==> src/rtl/and_or_arbiter_if.sv <==
// Request/operand bus between four clients and the shared and-or unit.
// The arbiter takes the slave modport; clients (or a bench) take the master modport.
interface and_or_arbiter_if #(
  parameter int WIDTH = 1
);
  logic [3:0]          req;
  logic [16*WIDTH-1:0] opnd;
  logic [3:0]          gnt;
  logic [3:0]          ack;
  logic [WIDTH-1:0]    result;
  logic                busy;
  logic [7:0]          op_cnt;

  modport master (
    output req, opnd,
    input  gnt, ack, result, busy, op_cnt
  );

  modport slave (
    input  req, opnd,
    output gnt, ack, result, busy, op_cnt
  );
endinterface

==> src/rtl/and_or_arbiter.sv <==
// Round-robin arbiter sharing one registered (a&b)|(c&d) unit among four requesters.
// Each grant runs IDLE -> EVAL -> RESP; ack pulses in RESP, so one operation per three cycles.
module and_or_arbiter #(
  parameter int WIDTH = 1
) (
  input  logic            clk,
  input  logic            rst_n,
  and_or_arbiter_if.slave bus
);
  typedef enum logic [1:0] {
    IDLE = 2'd0,
    EVAL = 2'd1,
    RESP = 2'd2
  } state_t;

  state_t           state;
  state_t           state_nxt;
  logic [1:0]       ptr;
  logic [1:0]       sel;
  logic [1:0]       win;
  logic             found;
  logic [WIDTH-1:0] opa, opb, opc, opd;
  logic [3:0]       gnt_q;
  logic [3:0]       ack_q;
  logic [WIDTH-1:0] result_q;
  logic             busy_q;
  logic [7:0]       cnt_q;

  // Search starts one past the last winner, so every requester is reached within four slots.
  always_comb begin
    win   = ptr + 2'd1;
    found = 1'b0;
    for (int n = 1; n <= 4; n++) begin
      if (!found && bus.req[ptr + 2'(n)]) begin
        win   = ptr + 2'(n);
        found = 1'b1;
      end
    end
  end

  always_ff @(posedge clk or negedge rst_n) begin
    if (!rst_n) begin
      state <= IDLE;
    end else begin
      state <= state_nxt;
    end
  end

  always_comb begin
    state_nxt = state;
    case (state)
      IDLE:    if (found) state_nxt = EVAL;
      EVAL:    state_nxt = RESP;
      RESP:    state_nxt = IDLE;
      default: state_nxt = IDLE;
    endcase
  end

  always_ff @(posedge clk or negedge rst_n) begin
    if (!rst_n) begin
      ptr      <= 2'd3;
      sel      <= 2'd0;
      gnt_q    <= 4'd0;
      ack_q    <= 4'd0;
      result_q <= '0;
      busy_q   <= 1'b0;
      cnt_q    <= 8'd0;
      opa      <= '0;
      opb      <= '0;
      opc      <= '0;
      opd      <= '0;
    end else begin
      case (state)
        IDLE: begin
          if (found) begin
            sel    <= win;
            gnt_q  <= 4'b0001 << win;
            busy_q <= 1'b1;
            opa    <= bus.opnd[(int'(win) * 4 + 0) * WIDTH +: WIDTH];
            opb    <= bus.opnd[(int'(win) * 4 + 1) * WIDTH +: WIDTH];
            opc    <= bus.opnd[(int'(win) * 4 + 2) * WIDTH +: WIDTH];
            opd    <= bus.opnd[(int'(win) * 4 + 3) * WIDTH +: WIDTH];
          end
        end
        EVAL: begin
          result_q <= (opa & opb) | (opc & opd);
          ack_q    <= gnt_q;
        end
        RESP: begin
          // result_q is deliberately kept so the client can still read it after ack.
          ack_q  <= 4'd0;
          gnt_q  <= 4'd0;
          busy_q <= 1'b0;
          ptr    <= sel;
          cnt_q  <= cnt_q + 8'd1;
        end
        default: begin
        end
      endcase
    end
  end

  assign bus.gnt    = gnt_q;
  assign bus.ack    = ack_q;
  assign bus.result = result_q;
  assign bus.busy   = busy_q;
  assign bus.op_cnt = cnt_q;
endmodule

==> src/flat_wrapper.sv <==
// flat-port wrapper written by rule: the top's interface ports become plain ports
module and_or_arbiter_flat 
#(
  parameter int WIDTH = 1
)
  (clk, rst_n, bus_req, bus_opnd, bus_gnt, bus_ack, bus_result, bus_busy, bus_op_cnt);
  and_or_arbiter_if #(.WIDTH(WIDTH)) bus_i ();
  input  logic clk;
  input  logic rst_n;
  input wire logic [$bits(bus_i.req)-1:0] bus_req;
  input wire logic [$bits(bus_i.opnd)-1:0] bus_opnd;
  output wire logic [$bits(bus_i.gnt)-1:0] bus_gnt;
  output wire logic [$bits(bus_i.ack)-1:0] bus_ack;
  output wire logic [$bits(bus_i.result)-1:0] bus_result;
  output wire logic [$bits(bus_i.busy)-1:0] bus_busy;
  output wire logic [$bits(bus_i.op_cnt)-1:0] bus_op_cnt;
  assign bus_i.req = bus_req;
  assign bus_i.opnd = bus_opnd;
  assign bus_gnt = bus_i.gnt;
  assign bus_ack = bus_i.ack;
  assign bus_result = bus_i.result;
  assign bus_busy = bus_i.busy;
  assign bus_op_cnt = bus_i.op_cnt;
  and_or_arbiter #(.WIDTH(WIDTH)) u_core (.clk(clk), .rst_n(rst_n), .bus(bus_i));
endmodule
==> config.mk <==
export PLATFORM = sky130hd
export DESIGN_NAME = and_or_arbiter_flat
export DESIGN_NICKNAME = d
export VERILOG_FILES = /design/src/rtl/and_or_arbiter_if.sv /design/src/rtl/and_or_arbiter.sv /design/src/flat_wrapper.sv
export SDC_FILE = /design/constraint.sdc
export NUM_CORES = 1
export LEC_CHECK = 0
export ABC_AREA = 1
export CAP_MARGIN = 20
export CORE_UTILIZATION = 45
export DETAILED_ROUTE_END_ITERATION = 6
export PLACE_DENSITY = 0.82
export SYNTH_ARGS = -nofsm -noshare
export SYNTH_HDL_FRONTEND = slang
export SYNTH_SLANG_ARGS = --single-unit
==> constraint.sdc <==
create_clock -name clk -period 2.1 [get_ports clk]
set_input_delay 0.315 -clock clk [delete_from_list [all_inputs] [get_ports clk]]
set_output_delay 0.315 -clock clk [all_outputs]
set_load 0.02 [all_outputs]
==> run_results.csv <==
group,metric,value,unit
status,status,"finished, final reports clean",
clock_tree,clock_path_buffers,2,
setup_path,crit_buf_inv,1,
sta,fmax,517.4,MHz
global_route,grt_pass1_wl,6154,um
sta,rsz0062_at_grt,"yes",
setup_path,r2r_cells,12,
final_layout,final_cell_mix,"nand2_1, clkdlybuf4s50_1, nand3_1, dfrtp_1, inv_1",
placement,io_buffer_count,39,
yosys,avgSynthCellArea,7.609,sq um
final_layout,antenna_cells,0,
sta,post-route-min-period,1.933,ns
yosys,yosysUniqueCellTypes,27,
setup_path,timing.critical_path.mode_cell,"nand2_1",
sta,fin_skew,0.003521,ns
yosys,yosysSeqAreaShare,39.66,%
setup_path,crit_arrival,2.11,ns
setup_path,startpoint,"u_core.ptr[0]",
clock_tree,cts_tree,"done",
pwr,leakage,1.151,nW
global_route,grt_pass1_vias,1490,
yosys,ys_ff_latch,28,
setup_path,timing.rr.start,"u_core.ptr[0]",
sta,finalCritPeriodShare,92.04,%
floorplan,start_util,47.71,%
final_layout,fillCellCount,340,
global_route,track_usage,18.70,%
clock_tree,htreeDepth,1,
sta,finalHoldViolations,0,
setup_path,end_kind,"flop",
global_route,antenna_found_initial,0,
routing,drtPass1Iterations,4,
min_path,hp-class,"input port to async pin",
clock_tree,clockRootBuffer,"clkbuf_8",
global_route,grt_max_degree,29,
floorplan,pin_count,40,
placement,place_congestion,0.7990,
setup_path,path_cells,"buf_4, nand2_2, nand3_1, nand2_4, nor2_8, nand4_2, nand3_1, nand2_1, nand2_1, nand2_1, nand2_1, nand2_1",
routing,route.antenna.remaining_nets,0,
final_layout,layout_commonest_cell,"nand2_1",
routing,drtIter0Drc,83,
final_layout,multiInputGateArea,949.7,sq um
clock_tree,cts.sinks,28,
setup_path,cpLargestDelayFamily,"simple AND/OR/NAND/NOR gates",
floorplan,die_h,64.77,um
setup_path,r2r_end,"u_core.opb",
sta,maxSlewHeadroom,77.18,%
global_route,grt-ovfl-total,0,
pwr,vdd_drop_max,0.8292,mV
clock_tree,cts_buffers,3,
setup_path,crit_path_end,"u_core.opb",
setup_path,cp_slowest_cell,"dfstp_2",
setup_path,cp_max_fo,11,
routing,drc,0,
clock_tree,hold_buffers,0,
sta,setup_viol,0,
yosys,netlist_area,0.001773,sq mm
routing,wl_per_cell,11.22,um
clock_tree,clk_pin_slew_worst_paths,0.09,ns
sta,slew_viol_final,0,
setup_path,cp_num_cells,12,
final_layout,final_nets,306,
final_layout,syn2layout_area_growth,30.56,%
final_layout,drive_gt1_share,13.36,%
setup_path,r2r_slack,0.17,ns
pwr,powerDensity,1716,mW/mm^2
floorplan,die_w,64.77,um
pwr,total_power,3.971,mW
floorplan,coreArea,0.003716,sq mm
setup_path,cp.required,2.27,ns
yosys,synthesis.instances,233,
routing,vias,1589,
setup_path,crit_type,"flop to flop",
floorplan,rows,22,
setup_path,max_stage_delay,0.55,ns
routing,drt-vias-per-instance,4.889,
clock_tree,clock_latency,0.27,ns
routing,drt-total-wl,3645,um
setup_path,start_kind,"flop",
sta,worst_slack,0.1671,ns
yosys,yosysWarnings,0,
placement,post-place-ws,-0.02329,ns
final_layout,seqCellArea,703.2,sq um
placement,dp_hpwl,2771,um
yosys,syn_nets,261,
floorplan,dieArea,0.004195,sq mm
sta,tightest_slew,0.3423,ns
job,cap_violations,0,
routing by layer:
metal	global-route usage (%)	share of wire, %
met3	3.697	4.0
met5	0	0
met4	3.056	0.22
met2	34.24	49
met1	22.68	46
per-stage QoR:
stage | cell area, sq um | TNS (ns) | utilization [%] | std cells | hold slack [ns]
after floorplan | 1773 | 0 | - | 233 | 0.01941
after global placement | 2227 | 0 | 59.93 | 321 | 0.4631
after detailed placement | 2227 | -0.04211 | 59.93 | 321 | 0.4695
after CTS | 2298 | 0 | 61.85 | 325 | 0.4098
after global routing | 2315 | -0.006699 | 62.29 | 325 | 0.4463
final | 2315 | 0 | 62.29 | 325 | 0.4025
registers in the layout, indices dropped and copies added, names as in the netlist:
signal	count
u_core.bus.op_cnt	8
u_core.bus.ack	4
u_core.bus.gnt	4
u_core.ptr	2
u_core.sel	2
u_core.state	2
u_core.bus.busy	1
u_core.bus.result	1
u_core.opa	1
u_core.opb	1
u_core.opc	1
u_core.opd	1
cells in the mapped netlist:
| cell | instances | area [sq um] |
|---|---|---|
| o22ai_1 | 4 | 25.02 |
| ha_1 | 6 | 75.07 |
| buf_6 | 2 | 22.52 |
| xnor2_1 | 4 | 35.03 |
| nor2_1 | 3 | 11.26 |
| nor2_8 | 1 | 20.02 |
| inv_1 | 22 | 82.58 |
| dfstp_2 | 2 | 52.55 |
| nand2_2 | 9 | 56.30 |
| inv_2 | 5 | 18.77 |
| o21ai_2 | 2 | 17.52 |
| o21a_1 | 2 | 15.01 |
| dfrtp_1 | 26 | 650.6 |
| nand4_2 | 2 | 25.02 |
| nor3b_1 | 1 | 7.510 |
| nand4_1 | 2 | 12.51 |
| nand2_4 | 5 | 56.30 |
| a31oi_1 | 1 | 6.260 |
| o21ai_0 | 5 | 25.02 |
| nand3_1 | 31 | 155.2 |
| xor2_1 | 3 | 26.28 |
| nand3_4 | 1 | 17.52 |
| clkinv_1 | 1 | 3.750 |
| clkinv_2 | 1 | 5.000 |
| o21ai_1 | 4 | 20.02 |
| clkbuf_1 | 1 | 3.750 |
| nand2_1 | 87 | 326.6 |
cell families after synthesis:
kind of cell             share of synthesized area (%)
adder cells (fa/ha/maj)                          4.234
AO/OA/AOI/OAI                                    6.139
flip-flops                                       39.66
XOR/XNOR                                         3.458
AND/OR/NAND/NOR                                  38.81
buffers and inverters                            7.692
how the worst min path moves through the flow:
stage	start	endpoint	slack, ns	cells after the start
final	rst_n	u_core.bus.ack[3]	0.40	2
after global routing	rst_n	u_core.bus.gnt[3]	0.45	2
after floorplan	rst_n	u_core.bus.ack[0]	0.02	0
after CTS	rst_n	u_core.bus.ack[3]	0.41	2
after global placement	u_core.bus.op_cnt[7]	u_core.bus.op_cnt[7]	0.46	1
after detailed placement	u_core.bus.op_cnt[7]	u_core.bus.op_cnt[7]	0.47	1
layout make-up:
class                   instances  area share, %
clock buffers                   3          1.784
multi-input cells             173          41.03
flip-flops and latches         28          30.38
repair buffers                 43          18.16
well taps                      48          2.595
clock inverters                 1          1.297
inverters                      29          4.757
worst reg2reg max path, cell delays in order, from the launching register on:
cell and delay, ns:
dfstp_2 0.55, buf_4 0.18, nand2_2 0.07, nand3_1 0.13, nand2_4 0.10, nor2_8 0.16
nand4_2 0.20, nand3_1 0.15, nand2_1 0.06, nand2_1 0.05, nand2_1 0.07, nand2_1 0.06
nand2_1 0.05
report_power, final:
group	switching (mW)	total [mW]	internal, mW	leakage (nW)
combinational	1.66	2.63	0.966	0.760
sequential	0.157	0.929	0.772	0.355
clock	0.160	0.415	0.255	0.0357
what timing repair did:
action | 4_1_cts | 5_1_grt
endpoints found under the setup margin | 0 | 5
gates resized for setup | 0 | 3
buffers inserted | 0 | 0
Power figures use the tool's default switching activity.
